### config.mk
export PLATFORM = sky130hd
export DESIGN_NAME = mem_port_arbiter_flat
export DESIGN_NICKNAME = d
export VERILOG_FILES = /design/src/rtl/mem_port_arbiter_if.sv /design/src/rtl/mem_port_arbiter.sv /design/src/flat_wrapper.sv
export SDC_FILE = /design/constraint.sdc
export NUM_CORES = 1
export LEC_CHECK = 0
export ABC_CLOCK_PERIOD_IN_PS = 2500
export CELL_PAD_IN_SITES_DETAIL_PLACEMENT = 0
export CELL_PAD_IN_SITES_GLOBAL_PLACEMENT = 2
export CORE_ASPECT_RATIO = 1.75
export CORE_MARGIN = 2
export CORE_UTILIZATION = 23
export CTS_CLUSTER_SIZE = 8
export DETAILED_ROUTE_END_ITERATION = 10
export HOLD_SLACK_MARGIN = 0.15
export MAX_ROUTING_LAYER = met4
export PLACE_DENSITY_LB_ADDON = 0.1
export SETUP_SLACK_MARGIN = 0.2
export SYNTH_ARGS = -nofsm -noshare
export SYNTH_HDL_FRONTEND = slang
export SYNTH_SLANG_ARGS = --single-unit
### constraint.sdc
create_clock -name clk -period 2.5 [get_ports clk]
set_input_delay 0.25 -clock clk [delete_from_list [all_inputs] [get_ports clk]]
set_output_delay 0.25 -clock clk [all_outputs]
set_load 0.005 [all_outputs]
### src/rtl/mem_port_arbiter_if.sv
// Request/ack bundle between the core's fetch and memory stages, the arbiter and the memory model.
// The arbiter uses the slave view; the core/memory side uses the master view.
interface mem_port_arbiter_if #(
    parameter int ADDR_W = 32,
    parameter int DATA_W = 32
);
    logic              if_req;
    logic [ADDR_W-1:0] if_addr;
    logic              if_gnt;
    logic              if_done;
    logic [DATA_W-1:0] if_rdata;
    logic              if_err;

    logic              dm_req;
    logic              dm_we;
    logic [ADDR_W-1:0] dm_addr;
    logic [DATA_W-1:0] dm_wdata;
    logic              dm_gnt;
    logic              dm_done;
    logic [DATA_W-1:0] dm_rdata;
    logic              dm_err;

    logic              mem_req;
    logic              mem_we;
    logic [ADDR_W-1:0] mem_addr;
    logic [DATA_W-1:0] mem_wdata;
    logic              mem_ack;
    logic [DATA_W-1:0] mem_rdata;

    modport slave (
        input  if_req, if_addr, dm_req, dm_we, dm_addr, dm_wdata, mem_ack, mem_rdata,
        output if_gnt, if_done, if_rdata, if_err, dm_gnt, dm_done, dm_rdata, dm_err,
               mem_req, mem_we, mem_addr, mem_wdata
    );

    modport master (
        output if_req, if_addr, dm_req, dm_we, dm_addr, dm_wdata, mem_ack, mem_rdata,
        input  if_gnt, if_done, if_rdata, if_err, dm_gnt, dm_done, dm_rdata, dm_err,
               mem_req, mem_we, mem_addr, mem_wdata
    );
endinterface

### src/rtl/mem_port_arbiter.sv
// Single-port memory arbiter between instruction fetch (IF) and load/store (DM).
// state  | meaning
// IDLE   | no access in flight; requests evaluated at each edge
// BUSY   | one access owned by IF or DM; waiting for mem_ack or timeout
module mem_port_arbiter #(
    parameter int ADDR_W      = 32,
    parameter int DATA_W      = 32,
    parameter int STARVE_MAX  = 4,
    parameter int TIMEOUT_CYC = 255
) (
    input logic               clk,
    input logic               reset,
    mem_port_arbiter_if.slave bus
);
    localparam int SW = $clog2(STARVE_MAX + 1);
    localparam int TW = $clog2(TIMEOUT_CYC + 1);

    typedef enum logic {S_IDLE, S_BUSY} state_t;

    state_t            state_q;
    logic              owner_dm_q;
    logic [SW-1:0]     streak_q;
    logic [TW-1:0]     tmo_q;

    logic              if_gnt_q, if_done_q, if_err_q;
    logic              dm_gnt_q, dm_done_q, dm_err_q;
    logic [DATA_W-1:0] if_rdata_q, dm_rdata_q;
    logic              mem_req_q, mem_we_q;
    logic [ADDR_W-1:0] mem_addr_q;
    logic [DATA_W-1:0] mem_wdata_q;

    logic              pick_if_d, pick_dm_d, tmo_hit_d;
    logic [SW-1:0]     streak_d;

    always_comb begin
        pick_if_d = bus.if_req && (!bus.dm_req || streak_q == SW'(STARVE_MAX));
        pick_dm_d = bus.dm_req && !pick_if_d;
        tmo_hit_d = (tmo_q == TW'(TIMEOUT_CYC - 1));
        streak_d  = streak_q;
        if (pick_if_d) begin
            streak_d = '0;
        end else if (pick_dm_d) begin
            // only a contested DM win counts toward starving IF
            if (!bus.if_req)
                streak_d = '0;
            else if (streak_q != SW'(STARVE_MAX))
                streak_d = streak_q + SW'(1);
        end
    end

    always_ff @(posedge clk) begin
        if (!reset) begin
            state_q     <= S_IDLE;
            owner_dm_q  <= 1'b1;
            streak_q    <= '0;
            tmo_q       <= '0;
            if_gnt_q    <= 1'b0;
            if_done_q   <= 1'b0;
            if_err_q    <= 1'b0;
            if_rdata_q  <= '0;
            dm_gnt_q    <= 1'b0;
            dm_done_q   <= 1'b0;
            dm_err_q    <= 1'b0;
            dm_rdata_q  <= '0;
            mem_req_q   <= 1'b0;
            mem_we_q    <= 1'b0;
            mem_addr_q  <= '0;
            mem_wdata_q <= '0;
        end else begin
            if_gnt_q  <= 1'b0;
            dm_gnt_q  <= 1'b0;
            if_done_q <= 1'b0;
            dm_done_q <= 1'b0;
            case (state_q)
                S_IDLE: begin
                    if (pick_if_d || pick_dm_d) begin
                        state_q     <= S_BUSY;
                        mem_req_q   <= 1'b1;
                        owner_dm_q  <= pick_dm_d;
                        mem_we_q    <= pick_dm_d && bus.dm_we;
                        mem_addr_q  <= pick_dm_d ? bus.dm_addr : bus.if_addr;
                        mem_wdata_q <= pick_dm_d ? bus.dm_wdata : '0;
                        tmo_q       <= '0;
                        if_gnt_q    <= pick_if_d;
                        dm_gnt_q    <= pick_dm_d;
                        streak_q    <= streak_d;
                    end
                end
                S_BUSY: begin
                    // ack takes precedence over a timeout in the same cycle
                    if (bus.mem_ack) begin
                        state_q   <= S_IDLE;
                        mem_req_q <= 1'b0;
                        if (owner_dm_q) begin
                            dm_done_q <= 1'b1;
                            dm_err_q  <= 1'b0;
                            if (!mem_we_q)
                                dm_rdata_q <= bus.mem_rdata;
                        end else begin
                            if_done_q  <= 1'b1;
                            if_err_q   <= 1'b0;
                            if_rdata_q <= bus.mem_rdata;
                        end
                    end else if (tmo_hit_d) begin
                        state_q   <= S_IDLE;
                        mem_req_q <= 1'b0;
                        if (owner_dm_q) begin
                            dm_done_q <= 1'b1;
                            dm_err_q  <= 1'b1;
                        end else begin
                            if_done_q <= 1'b1;
                            if_err_q  <= 1'b1;
                        end
                    end else begin
                        tmo_q <= tmo_q + TW'(1);
                    end
                end
                default: state_q <= S_IDLE;
            endcase
        end
    end

    assign bus.if_gnt    = if_gnt_q;
    assign bus.if_done   = if_done_q;
    assign bus.if_err    = if_err_q;
    assign bus.if_rdata  = if_rdata_q;
    assign bus.dm_gnt    = dm_gnt_q;
    assign bus.dm_done   = dm_done_q;
    assign bus.dm_err    = dm_err_q;
    assign bus.dm_rdata  = dm_rdata_q;
    assign bus.mem_req   = mem_req_q;
    assign bus.mem_we    = mem_we_q;
    assign bus.mem_addr  = mem_addr_q;
    assign bus.mem_wdata = mem_wdata_q;
endmodule

### src/flat_wrapper.sv
// flat-port wrapper written by rule: the top's interface ports become plain ports
module mem_port_arbiter_flat 
#(
    parameter int ADDR_W      = 32,
    parameter int DATA_W      = 32,
    parameter int STARVE_MAX  = 4,
    parameter int TIMEOUT_CYC = 255
)
  (clk, reset, bus_if_req, bus_if_addr, bus_dm_req, bus_dm_we, bus_dm_addr, bus_dm_wdata, bus_mem_ack, bus_mem_rdata, bus_if_gnt, bus_if_done, bus_if_rdata, bus_if_err, bus_dm_gnt, bus_dm_done, bus_dm_rdata, bus_dm_err, bus_mem_req, bus_mem_we, bus_mem_addr, bus_mem_wdata);
  mem_port_arbiter_if #(.ADDR_W(ADDR_W), .DATA_W(DATA_W)) bus_i ();
  input logic clk;
  input logic reset;
  input wire logic [$bits(bus_i.if_req)-1:0] bus_if_req;
  input wire logic [$bits(bus_i.if_addr)-1:0] bus_if_addr;
  input wire logic [$bits(bus_i.dm_req)-1:0] bus_dm_req;
  input wire logic [$bits(bus_i.dm_we)-1:0] bus_dm_we;
  input wire logic [$bits(bus_i.dm_addr)-1:0] bus_dm_addr;
  input wire logic [$bits(bus_i.dm_wdata)-1:0] bus_dm_wdata;
  input wire logic [$bits(bus_i.mem_ack)-1:0] bus_mem_ack;
  input wire logic [$bits(bus_i.mem_rdata)-1:0] bus_mem_rdata;
  output wire logic [$bits(bus_i.if_gnt)-1:0] bus_if_gnt;
  output wire logic [$bits(bus_i.if_done)-1:0] bus_if_done;
  output wire logic [$bits(bus_i.if_rdata)-1:0] bus_if_rdata;
  output wire logic [$bits(bus_i.if_err)-1:0] bus_if_err;
  output wire logic [$bits(bus_i.dm_gnt)-1:0] bus_dm_gnt;
  output wire logic [$bits(bus_i.dm_done)-1:0] bus_dm_done;
  output wire logic [$bits(bus_i.dm_rdata)-1:0] bus_dm_rdata;
  output wire logic [$bits(bus_i.dm_err)-1:0] bus_dm_err;
  output wire logic [$bits(bus_i.mem_req)-1:0] bus_mem_req;
  output wire logic [$bits(bus_i.mem_we)-1:0] bus_mem_we;
  output wire logic [$bits(bus_i.mem_addr)-1:0] bus_mem_addr;
  output wire logic [$bits(bus_i.mem_wdata)-1:0] bus_mem_wdata;
  assign bus_i.if_req = bus_if_req;
  assign bus_i.if_addr = bus_if_addr;
  assign bus_i.dm_req = bus_dm_req;
  assign bus_i.dm_we = bus_dm_we;
  assign bus_i.dm_addr = bus_dm_addr;
  assign bus_i.dm_wdata = bus_dm_wdata;
  assign bus_i.mem_ack = bus_mem_ack;
  assign bus_i.mem_rdata = bus_mem_rdata;
  assign bus_if_gnt = bus_i.if_gnt;
  assign bus_if_done = bus_i.if_done;
  assign bus_if_rdata = bus_i.if_rdata;
  assign bus_if_err = bus_i.if_err;
  assign bus_dm_gnt = bus_i.dm_gnt;
  assign bus_dm_done = bus_i.dm_done;
  assign bus_dm_rdata = bus_i.dm_rdata;
  assign bus_dm_err = bus_i.dm_err;
  assign bus_mem_req = bus_i.mem_req;
  assign bus_mem_we = bus_i.mem_we;
  assign bus_mem_addr = bus_i.mem_addr;
  assign bus_mem_wdata = bus_i.mem_wdata;
  mem_port_arbiter #(.ADDR_W(ADDR_W), .DATA_W(DATA_W), .STARVE_MAX(STARVE_MAX), .TIMEOUT_CYC(TIMEOUT_CYC)) u_core (.clk(clk), .reset(reset), .bus(bus_i));
endmodule
# Word-level counts from Yosys, hierarchy flattened
# Index checks and enable logic that the tools add are counted.
[op_classes]
n_eq_ne = 8
n_shift = 0
bitwise = 5
n_lt_le_gt_ge = 0
n_reduce_logical = 19
add_sub_neg = 2
muxes = 32
n_mul = 0
n_div = 0
[op_table]
columns = ["op", "n"]
rows = [
  ["$mux 32", 2],
  ["$mux 8", 3],
  ["$mux 1", 20],
  ["$pmux 8 s2", 1],
  ["$mux 3", 4],
  ["$reduce_and 3->1", 4],
  ["$add 8x1->8 const B", 1],
  ["$eq 8x8->1 const B", 1],
  ["$reduce_and 4->1", 2],
  ["$ne 3x3->1 const B", 2],
  ["$reduce_and 2->1", 3],
  ["$not 1->1", 5],
  ["$ne 2x2->1 const B", 2],
  ["$pmux 1 s2", 2],
  ["$reduce_bool 2->1", 2],
  ["$add 3x1->3 const B", 1],
  ["$eq 3x3->1 const B", 1],
  ["$logic_and 1x1->1", 3],
  ["$ne 3x1->1 const B", 1],
  ["$reduce_or 3->1", 1],
  ["$logic_not 1->1", 2],
  ["$logic_or 1x1->1", 2],
  ["$ne 2x1->1 const B", 1],
]
[totals]
latchBits = 0
output_inout_bits = 136
memories = 0
ram_bits = 0
elab_cells = 82
register_bits = 149
rom_bits = 0

# Depth between registers and ports, before layout
# Gate-level depths: netlist (run 1).
[depth]
word_depth = 8
mapped_depth = 8
mapped_depth_nobuf = 6

# Worst setup path after synthesis (run 1)
# OpenSTA, ideal clock, no wires.
[synth_path]
path_type = "reg2reg"
startpoint = "reg u_core.tmo_q[0]"
endpoint = "reg u_core.tmo_q[6]"
n_path_buf = 0
setup_time_ns = 0.074
t_arrival_ns = 1.451
synth_period_minus_slack_ns = 1.525
path_slack_ns = 0.975
t_required_ns = 2.426
stages_incl_launch_ff = 6
path_cell_list = "dfxtp_1 -> ha_1 -> nand3_1 -> or2_2 -> or3_2 -> o21ai_0"
[synth_between]
elab_chain_cells = 4
word_cells_on_any_way = 7
cone_classes = "add/sub: 1; eq/ne: 2; mux: 3; reduce/logical: 1"
[synth_lines]
columns = ["element", "line_no", "text"]
rows = [
  ["start, declared", "mem_port_arbiter.sv:23", "logic [TW-1:0] tmo_q;"],
  ["start signal, assigned", "mem_port_arbiter.sv:115", "tmo_q <= tmo_q + TW'(1);"],
  ["$add 8x1->8", "mem_port_arbiter.sv:115", ""],
  ["$mux 8", "mem_port_arbiter.sv:104", "end else if (tmo_hit_d) begin"],
  ["$mux 8", "mem_port_arbiter.sv:91", "if (bus.mem_ack) begin"],
  ["$pmux 8 s2", "mem_port_arbiter.sv:74", "case (state_q)"],
]
# Parallel ways exist; a longest one is shown, timed or not. The select of a mux whose other input is x is not followed.
# A chain may end at the register's enable or synchronous reset.

# Final worst setup path (run 1)
[layout_path]
startpoint = "reg u_core.mem_we_q, in the netlist u_core.bus.mem_we"
endpoint = "out bus_mem_we"
[layout_rtl]
columns = ["element", "line_no", "text"]
rows = [
  ["start, declared", "mem_port_arbiter.sv:28", "logic mem_req_q, mem_we_q;"],
  ["start signal, assigned", "mem_port_arbiter.sv:80", "mem_we_q <= pick_dm_d && bus.dm_we;"],
  ["end, declared", "flat_wrapper.sv:30", "output wire logic [$bits(bus_i.mem_we)-1:0] bus_mem_we;"],
]
# No word-level cell between the ends.

==> reports/metrics.sh, run 1 <==
CTS.CLK_SLEW.WORST_PATHS_NS=0.06
MAX-VDD-IR-DROP_V=0.000438
SYN_INST=670
DETAIL_ROUTE.DRC_VIOLATIONS=0
FIRST_PASS_ITERS=4
FILLER_CELL_COUNT=2538
WORSTSETUPSTARTPOINTTYPE='flip-flop'
WORST_SKEW_PAIR.LATE_LATENCY_NS=0.43
POST_DP_CELL_AREA_SQ_UM=8540
YOSYS_WARNINGS=0
POWER_SWITCHING_uW=1430
CRITICAL-PATH-SLOWEST-CELL='sky130_fd_sc_hd__clkdlybuf4s50_1'
SYNTH.DISTINCT_CELLS=43
CAP_VIOL_MAX_COUNT=0
DRT-INITIAL-DRC-COUNT=300
VIAS=5566
PLACEMENT.IO_BUFFERS=269
SYNTH.AVG_CELL_AREA_SQ_UM=8.27
SYNTHESIS.NETS=808
MIN_PATH_TYPE='primary input to flip-flop'
TRITONCTS_NUM_SINKS=149
ANT_NETS=0
SLOWEST_CELL_DELAY_ON_CRITICAL_PATH_NS=0.60
SYN_AREA_SQ_UM=5540
HPWL_MICRONS=14200
DRIVE_GT1_FRAC=0.0568
GRT_PASS1_VIAS=5642
FINALSETUPVIOLATIONS=0
CTS-ROOT-BUF='sky130_fd_sc_hd__clkbuf_16'
TIMING.CRITICAL_PATH.TO_TYPE='output port'
POST_CTS_RESIZE_COUNT=0
PATH_DEPTH=1
FLOORPLAN.DIE.WIDTH_MICRONS=121
POST-ROUTE-PERIOD-UTIL=0.685
TOTAL_LEAKAGE_POWER_uW=0.00326
POWER_SWITCHING_SHARE=0.232
STATUS='finished clean'
PWR-SHARE-CLK=0.449
ROUTED_VIA_DENSITY=4.48
FLOORPLAN.INITIALDENSITY=0.232
FIN_TNS_SETUP_NS=0
FRACTION_OF_POWER_CONSUMED_BY_COMBINATIONAL_CELLS=0.136
CTS_MAX_LEVEL=4
CTSHOLDBUFFERS=0
CPLARGESTDELAYFAMILY='buffers and inverters'
SETUP.WORST_PATH.CLASS='flip-flop to output port'
GP_ROUTABILITY_CONGESTION=0.748
POSTLAYOUTCOREUTIL=0.385
HOLD_START='reset'
DIE_AREA_SQ_UM=25400
P_INT_uW=4750
CP_MAX_FO=4
TIMING.REG2REG.WORST_PATH_DEPTH=5
WORST_SLACK_NS=0.787
FINALMAXSLEWVIOLATIONS=0
CRIT_PATH_CELL_TRACE='clkdlybuf4s50_1'
POST-CTS-SETUP-BUFFER-COUNT=0
MOSTFREQUENTLAYOUTCELL='sky130_fd_sc_hd__clkdlybuf4s50_1'
CRITICAL_PATH.N_BUFFERS_INVERTERS=1
CRITICAL_PATH.REG2REG.STARTPOINT='u_core.tmo_q[0]'
MOSTFREQUENTLAYOUTCELLS='268 x sky130_fd_sc_hd__clkdlybuf4s50_1, 223 x sky130_fd_sc_hd__nand2_1, 149 x sky130_fd_sc_hd__dfxtp_1'
AREA.GROWTH.SYNTH_TO_FINAL_PCT=65.7
MAXIMUM_NUMBER_OF_PINS_ON_ONE_NET_BEFORE_GLOBAL_ROUTE_REPAIR=77
CLOCK_TREE_FROM_TRITONCTS='yes'
FLOORPLAN.IO_PINS=270
PLACEMENTROWS=75
POWER-PER-CELL-AREA_nW_PER_UM2=674
PLACEABLECOREAREA_SQ_UM=23800
TIMING.FINAL.HOLD_VIOLATIONS=0
MIN_DELAY_PATH_DEPTH=3
TIGHTEST_SLEW_NS=0.644
WIRE_PER_INST_MICRONS=16.0
GRT_USAGE=0.162
NNETSFINAL=1058
GRT_SETUP_UNREPAIRED='no'
CRIT_START='u_core.bus.mem_we'
ROUTED_WIRELENGTH_MICRONS=19900
HOLDWS_NS=0.323
GLOBAL_ROUTE_WIRE_LENGTH_BEFORE_REPAIR_MICRONS=30800
CRIT_ARRIVAL_NS=1.46
PRE_CTS_SLACK_NS=0.559
FINCLKSKEW_NS=0.00645
GRT_ANTENNA_BEFORE_REPAIR=2
FINAL_PERIOD_MINUS_WORST_SETUP_SLACK_NS=1.71
YOSYSSEQAREASHARE=0.538
FMAXACHIEVABLE_GHz=0.584
CTS_BUFFER_DEPTH=2
WORSTPATHREQUIRED_NS=2.25
FINAL_CELL_AREA_SQ_UM=9180
PORTION_OF_TOTAL_POWER_ATTRIBUTED_TO_SEQUENTIAL_CELLS=0.415
YS_SEQ_ELEMENTS=149
GRT_OVERFLOW=0
FLOORPLAN.DIE.HEIGHT_MICRONS=209
SLEW_HEADROOM=0.570
NUMCTSBUFFERS=17
[worst paths after layout]
path | slack [ns] | to
max | 0.79 | bus_mem_we
min | 0.32 | u_core.owner_dm_q
max reg2reg | 0.83 | u_core.tmo_q[6]
min reg2reg | 0.45 | u_core.bus.dm_rdata[8]
[power by group through the flow]
stage / registers (uW) / logic [uW] / clock network (uW)
finish: 2560 / 843 / 2780
detailed placement: 2610 / 854 / 0
CTS: 2570 / 858 / 2880
floorplan: 2610 / 290 / 0
global placement: 2610 / 849 / 0
global route: 2580 / 921 / 2970
[routing by layer]
metal | wire length (microns) | vias to the layer above | GRT usage
met4 | 573 | 0 | 0.0698
met3 | 1230 | 35 | 0.0500
met5 | 0 | - | -
met2 | 10400 | 208 | 0.281
li1 | - | 2789 | -
met1 | 7740 | 2534 | 0.167
[registers in the layout, indices dropped and copies added (netlist names), 3 cells and up]
register and cells:
u_core.tmo_q 8, u_core.bus.dm_rdata 32, u_core.bus.mem_wdata 32, u_core.bus.mem_addr 32, u_core.bus.if_rdata 32, u_core.streak_q 3
[stage by stage]
stage	cells	power (uW)
floorplan	670	2900
global placement	1209	3460
detailed placement	1209	3470
CTS	1241	6300
global route	1243	6470
finish	1243	6190
[cells in the mapped netlist (all sizes together)]
cell type	number	area [sq um]
or3b	1	8.76
nand2	223	837
and2b	1	7.51
or2	2	12.5
ha	4	50.1
and3	1	6.26
nor4	1	6.26
a31oi	34	213
nor2	7	28.8
o211ai	4	30.0
nand4	1	6.26
nor2b	2	12.5
o21ai	38	194
a22oi	3	22.5
a21boi	3	22.5
clkbuf	28	105
and2	2	12.5
nand3b	2	15.0
a211oi	1	7.51
nor3	2	21.3
o21a	3	22.5
nand3	19	95.1
nand4b	2	17.5
buf	24	134
dfxtp	149	2980
o32ai	3	26.3
o211a	1	10.0
a22o	20	175
or3	2	13.8
nor3b	2	20.0
a21oi	79	395
a311oi	1	8.76
inv	4	15.0
o22ai	1	6.26
[cells by family after synthesis]
| group | synth area share |
|---|---|
| buffers and inverters | 0.0458 |
| adder cells (fa/ha/maj) | 0.00903 |
| AND/OR/NAND/NOR | 0.202 |
| AO/OA/AOI/OAI | 0.205 |
| flip-flops | 0.538 |
[cell type report]
class	instances	area (sq um)	area share
flip-flops and latches	149	2980	0.325
repair buffers	283	2840	0.310
multi-input cells	465	2320	0.252
clock buffers	23	488	0.0531
well taps	308	385	0.0420
clock inverters	9	148	0.0161
inverters	4	15.0	0.00164
diodes	2	5.00	0.000545
No activity file was read; power rests on OpenSTA's default activity.
==> inputs of run 2 (changes only) <==
ABC_CLOCK_PERIOD_IN_PS = 1750   (was 2500)
CORE_UTILIZATION = 22   (was 23)
clock period = 1.75 ns   (was 2.5 ns; I/O delays follow)
==> run 2 against run 1 <==
  * Clock-buffer cell count grew 3
  * Sequential share of layout area decreased by 0.84 points
  * Utilization decreased by 0.23 points
  * Wire length up 8.1%
  * Critical path depth stayed put
  * Global-route usage is 0.16 points higher
  * First-iteration DRC count decreased by 12%
  * Design area grew 3.1%
  * Clock skew grew 0.0021 ns
  * Setup slack worse by 0.54 ns
  * Via count up 2.7%
  * Clock power grew 27%
  * Critical endpoint is now bus_mem_wdata[4]
  * Largest cell class is now buffers
==> reports/metrics.sh, run 2 (same netlist as run 1, synthesis figures left out) <==
TIMING.REG2REG.WORST_PATH_DEPTH=7
CTS_MAX_LEVEL=4
NUMCTSBUFFERS=17
CRITICAL-PATH-SLOWEST-CELL='sky130_fd_sc_hd__clkdlybuf4s50_1'
FINAL_CELL_AREA_SQ_UM=9470
TOTAL_LEAKAGE_POWER_uW=0.00349
ROUTED_WIRELENGTH_MICRONS=21500
CPLARGESTDELAYFAMILY='buffers and inverters'
AREA.GROWTH.SYNTH_TO_FINAL_PCT=70.9
DRIVE_GT1_FRAC=0.0864
FINAL_PERIOD_MINUS_WORST_SETUP_SLACK_NS=1.51
FMAXACHIEVABLE_GHz=0.664
GRT_OVERFLOW=0
POSTLAYOUTCOREUTIL=0.383
WORST_SKEW_PAIR.LATE_LATENCY_NS=0.44
NNETSFINAL=1076
GP_ROUTABILITY_CONGESTION=0.770
POWER-PER-CELL-AREA_nW_PER_UM2=897
CRIT_PATH_CELL_TRACE='clkdlybuf4s50_1'
DRT-INITIAL-DRC-COUNT=264
WIRE_PER_INST_MICRONS=17.0
CTS-ROOT-BUF='sky130_fd_sc_hd__clkbuf_16'
SETUP.REG_TO_REG.WORST_SLACK_NS=0.26
CLOCK_TREE_FROM_TRITONCTS='yes'
MIN_PATH_TYPE='primary input to flip-flop'
WORSTPATHREQUIRED_NS=1.57
POST_DP_CELL_AREA_SQ_UM=8730
FLOORPLAN.INITIALDENSITY=0.224
CAP_VIOL_MAX_COUNT=0
CP_MAX_FO=2
PLACEMENT.IO_BUFFERS=269
WORST_R2R_ENDPOINT='u_core.bus.mem_addr[5]'
SLOWEST_CELL_DELAY_ON_CRITICAL_PATH_NS=0.53
FINALMAXSLEWVIOLATIONS=0
FINCLKSKEW_NS=0.00860
FINALSETUPVIOLATIONS=0
PLACEMENTROWS=76
FLOORPLAN.IO_PINS=270
SETUP.WORST_PATH.CLASS='flip-flop to output port'
CRITICAL_PATH.REG2REG.STARTPOINT='u_core.streak_q[0]'
TIMING.CRITICAL_PATH.TO_TYPE='output port'
SLEW_HEADROOM=0.736
MAX-VDD-IR-DROP_V=0.000657
FLOORPLAN.DIE.HEIGHT_MICRONS=214
DIE_AREA_SQ_UM=26500
CTS.CLK_SLEW.WORST_PATHS_NS=0.06
TIGHTEST_SLEW_NS=0.396
WORST_SLACK_NS=0.244
MIN_DELAY_PATH_DEPTH=3
HOLDWS_NS=0.301
CRIT_ARRIVAL_NS=1.33
ANT_NETS=0
GRT_USAGE=0.164
GRT_SETUP_UNREPAIRED='yes'
MAXIMUM_NUMBER_OF_PINS_ON_ONE_NET_BEFORE_GLOBAL_ROUTE_REPAIR=75
DETAIL_ROUTE.DRC_VIOLATIONS=0
FLOORPLAN.DIE.WIDTH_MICRONS=124
CRITICAL_PATH.N_BUFFERS_INVERTERS=1
FIN_TNS_SETUP_NS=0
WORSTSETUPSTARTPOINTTYPE='flip-flop'
STATUS='finished clean'
VIAS=5716
GRT_ANTENNA_BEFORE_REPAIR=2
TRITONCTS_NUM_SINKS=149
HOLD_PATH_END='u_core.bus.mem_addr[12]'
MOSTFREQUENTLAYOUTCELLS='259 x sky130_fd_sc_hd__clkdlybuf4s50_1, 221 x sky130_fd_sc_hd__nand2_1, 142 x sky130_fd_sc_hd__dfxtp_1'
HPWL_MICRONS=14900
HOLD_START='bus_if_addr[12]'
MOSTFREQUENTLAYOUTCELL='sky130_fd_sc_hd__clkdlybuf4s50_1'
TIMING.FINAL.HOLD_VIOLATIONS=0
PRE_CTS_SLACK_NS=-0.0121
GLOBAL_ROUTE_WIRE_LENGTH_BEFORE_REPAIR_MICRONS=32000
CTS_BUFFER_DEPTH=2
GRT_PASS1_VIAS=5825
FIRST_PASS_ITERS=4
POST-ROUTE-PERIOD-UTIL=0.861
ROUTED_VIA_DENSITY=4.53
PLACEABLECOREAREA_SQ_UM=24700
run 2: cell count changes in the layout (fill, tap and decap cells not counted), moves of 3 or more:
cell,previous run,this run
sky130_fd_sc_hd__dfxtp_2,0,5
sky130_fd_sc_hd__buf_12,4,11
sky130_fd_sc_hd__dlymetal6s2s_1,0,7
sky130_fd_sc_hd__bufinv_16,4,1
sky130_fd_sc_hd__clkbuf_16,17,20
sky130_fd_sc_hd__clkdlybuf4s50_1,268,259
sky130_fd_sc_hd__dfxtp_1,149,142
sky130_fd_sc_hd__buf_4,10,16
run 2: metrics by stage:
stage	power [uW]	cells
floorplan	4150	670
global placement	5010	1226
detailed placement	5020	1226
CTS	8600	1257
global route	8890	1263
finish	8500	1263
run 2: worst reg2reg max path: cells and delay by family, from the launching register on:
| kind | cells | cell delay, ns |
|---|---|---|
| flops | 1 | 0.34 |
| compound gates | 1 | 0.17 |
| buf+inv | 2 | 0.25 |
| simple gates | 3 | 0.43 |
| fa+ha+maj | 1 | 0.22 |
run 2: worst max-delay path by stage:
stage	from	cells past startpoint	end
after floorplan	u_core.tmo_q[0]	5	u_core.tmo_q[6]
after global placement	bus_dm_req	7	u_core.bus.mem_wdata[1]
after detailed placement	bus_dm_req	7	u_core.bus.mem_wdata[4]
after CTS	u_core.streak_q[0]	7	u_core.bus.mem_wdata[4]
after global routing	u_core.tmo_q[0]	7	u_core.tmo_q[7]
final	u_core.bus.mem_wdata[4]	1	bus_mem_wdata[4]
run 2: final cells by class:
type	instances	area [sq um]
tap	312	390
sequential	149	3000
clock inverter	4	45.0
antenna	2	5.00
inverter	4	15.0
multi-input combinational	465	2370
timing repair buffer	301	3140
clock buffer	26	509
fill	2582	15300
run 2: what timing repair did:
item | 4_1_cts | 5_1_grt
endpoints found under the setup margin | 5 | 146
hold buffers | 1 | 0
gates cloned | 0 | 3
resized for setup | 9 | 24
endpoints found under the hold margin | 4 | 0
pin swaps | 0 | 2
setup buffers | 0 | 1
run 2: power breakdown:
part / total, uW / switching [uW] / internal, uW / leakage [uW]
registers: 3670 / 102 / 3560 / 0.00122
clock network: 3520 / 1400 / 2120 / 0.000276
logic: 1310 / 541 / 768 / 0.00200
run 2: routing by layer:
layer,vias up,wire [microns],global-route usage
met5,-,0,-
met2,193,11700,0.292
li1,2824,-,-
met1,2678,8060,0.163
met3,21,1350,0.0466
met4,0,455,0.0670
==> inputs of run 3 (changes only) <==
ABC_CLOCK_PERIOD_IN_PS = 1300   (was 1750)
CORE_UTILIZATION = 20   (was 22)
CTS_CLUSTER_SIZE = unset   (was 8)
clock period = 1.3 ns   (was 1.75 ns; I/O delays follow)
==> run 3 against run 2 <==
  * Total power grew 43%
  * The flow now finishes with violations (setup timing)
  * Clock power grew 39%
  * Die area grew 9.7%
  * Clock-buffer cell count down 8
  * Clock skew decreased by 0.0017 ns
  * Sequential share of layout area shrank 3.1 points
  * Largest cell class unchanged
  * Wire length increased by 22%
==> reports/metrics.sh, run 3 (same netlist as run 1, synthesis figures left out) <==
CRIT_ARRIVAL_NS=1.79
DIE_AREA_SQ_UM=29100
MIN_PATH_TYPE='primary input to flip-flop'
CTS_MAX_LEVEL=4
TIMING.FINAL.HOLD_VIOLATIONS=0
FINALSETUPVIOLATIONS=135
GRT_USAGE=0.162
CTS.CLK_SLEW.WORST_PATHS_NS=0.06
FOOTPRINT_OF_THE_MULTI_INPUT_GATES_SQ_UM=3330
VIAS=6211
STATUS='finished, violations left'
MAXIMUM_NUMBER_OF_PINS_ON_ONE_NET_BEFORE_GLOBAL_ROUTE_REPAIR=39
FMAXACHIEVABLE_GHz=0.700
ANT_NETS=0
TRITONCTS_NUM_SINKS=149
PLACEMENT.IO_BUFFERS=269
NNETSFINAL=1159
FLOORPLAN.DIE.HEIGHT_MICRONS=224
AREA.GROWTH.SYNTH_TO_FINAL_PCT=98.4
CTS-ROOT-BUF='sky130_fd_sc_hd__clkbuf_16'
CLOCK_TREE_FROM_TRITONCTS='yes'
ROUTED_WIRELENGTH_MICRONS=26400
FILLER_CELL_COUNT=2779
MAX-VDD-IR-DROP_V=0.000972
WORSTSETUPSTARTPOINTTYPE='flip-flop'
GP_ROUTABILITY_CONGESTION=0.804
SLOWEST_CELL_DELAY_ON_CRITICAL_PATH_NS=0.38
WORST_SKEW_PAIR.LATE_LATENCY_NS=0.44
CRITICAL-PATH-SLOWEST-CELL='sky130_fd_sc_hd__dfxtp_4'
SLEW_HEADROOM=0.682
GRT_ANTENNA_BEFORE_REPAIR=2
SETUP.WORST_PATH.CLASS='flip-flop to flip-flop'
VIOLATIONS='setup timing'
GRT_OVERFLOW=0
ROUTED_VIA_DENSITY=4.42
DETAIL_ROUTE.DRC_VIOLATIONS=0
CAP_VIOL_MAX_COUNT=0
FINAL_CELL_AREA_SQ_UM=11000
GLOBAL_ROUTE_WIRE_LENGTH_BEFORE_REPAIR_MICRONS=34600
FLOORPLAN.IO_PINS=270
PLACEMENTROWS=80
POST-ROUTE-PERIOD-UTIL=1.10
WIRE_PER_INST_MICRONS=18.8
POSTLAYOUTCOREUTIL=0.404
REGAREA_SQ_UM=3140
CP_MAX_FO=6
HPWL_MICRONS=16300
POWER-PER-CELL-AREA_nW_PER_UM2=1100
POST_DP_CELL_AREA_SQ_UM=9270
FLOORPLAN.INITIALDENSITY=0.204
DRIVE_GT1_FRAC=0.582
TIMING.CRITICAL_PATH.TO_TYPE='flip-flop'
FIRST_PASS_ITERS=4
FLOORPLAN.DIE.WIDTH_MICRONS=130
FINAL_PERIOD_MINUS_WORST_SETUP_SLACK_NS=1.43
DRT-INITIAL-DRC-COUNT=247
NUMCTSBUFFERS=17
CTS_BUFFER_DEPTH=2
TOTAL_LEAKAGE_POWER_uW=0.00468
FINCLKSKEW_NS=0.00694
WORST_SLACK_NS=-0.128
GRT_PASS1_VIAS=6132
MOSTFREQUENTLAYOUTCELLS='141 x sky130_fd_sc_hd__nand2_1, 133 x sky130_fd_sc_hd__buf_2, 132 x sky130_fd_sc_hd__clkdlybuf4s50_1'
MOSTFREQUENTLAYOUTCELL='sky130_fd_sc_hd__nand2_1'
GRT_SETUP_UNREPAIRED='yes'
TIGHTEST_SLEW_NS=0.477
FINALMAXSLEWVIOLATIONS=0
PLACEABLECOREAREA_SQ_UM=27200
WORSTPATHREQUIRED_NS=1.66
CRIT_PATH_CELL_TRACE='buf_6, nor2b_4, and2_4, clkbuf_16, nand2_1, a21oi_1'
-- run 3: metal layers --
layer,GRT usage,share of wire,up-vias,wire [microns]
li1,-,-,2999,-
met1,0.159,0.35,2955,9320
met2,0.301,0.57,215,15000
met3,0.0322,0.044,42,1150
met4,0.0735,0.033,0,871
met5,-,0,-,0
-- run 3: repair_timing --
item / in CTS / in global routing
endpoints found under the hold margin: 5 / 1
pin swaps: 27 / 106
cloned: 2 / 19
setup buffers: 18 / 12
endpoints found under the setup margin: 285 / 158
resized for setup: 702 / 221
hold buffers: 2 / 1
-- run 3: through the flow --
stage          std cells  setup WS, ns  total power, uW  hold WS [ns]  setup TNS, ns
6_report            1405        -0.128            12100         0.150          -8.67
5_1_grt             1405        -0.175            12700         0.162         -16.82
4_1_cts             1371        -0.108            11800       -0.0150          -7.00
3_5_place_dp        1317        -0.508             6890         0.445         -46.31
3_3_place_gp        1317        -0.474             6870         0.441         -43.76
2_1_floorplan        670       0.00617             5670         0.223              0
-- run 3: report_power, final --
| part | internal [uW] | switching, uW |
|---|---|---|
| clock | 2810 | 2070 |
| sequential | 4830 | 130 |
| combinational | 1230 | 1060 |
-- run 3: worst paths after layout --
check / start / end / slack (ns) / cells past startpoint
max: u_core.state_q / u_core.bus.if_rdata[14] / -0.13 / 6
min: reset / u_core.bus.dm_done / 0.15 / 4
max reg2reg: u_core.state_q / u_core.bus.if_rdata[14] / -0.13 / 6
min reg2reg: u_core.bus.if_rdata[13] / u_core.bus.if_rdata[13] / 0.45 / 2
-- run 3: cell type report --
| type | instances | area share |
|---|---|---|
| Sequential cell | 149 | 0.285 |
| Inverter | 4 | 0.00159 |
| Antenna cell | 2 | 0.000455 |
| Multi-Input combinational cell | 466 | 0.303 |
| Timing Repair Buffer | 383 | 0.316 |
| Clock inverter | 14 | 0.0123 |
| Tap cell | 369 | 0.0420 |
| Clock buffer | 18 | 0.0390 |
-- run 3: worst max-delay path, delay by kind of cell, from the launching register on --
family                 cells  cell delay (ns)
and+or+nand+nor            3             0.51
DFF                        1             0.38
buffers and inverters      2             0.32
AOI/OAI and AO/OA          1             0.13
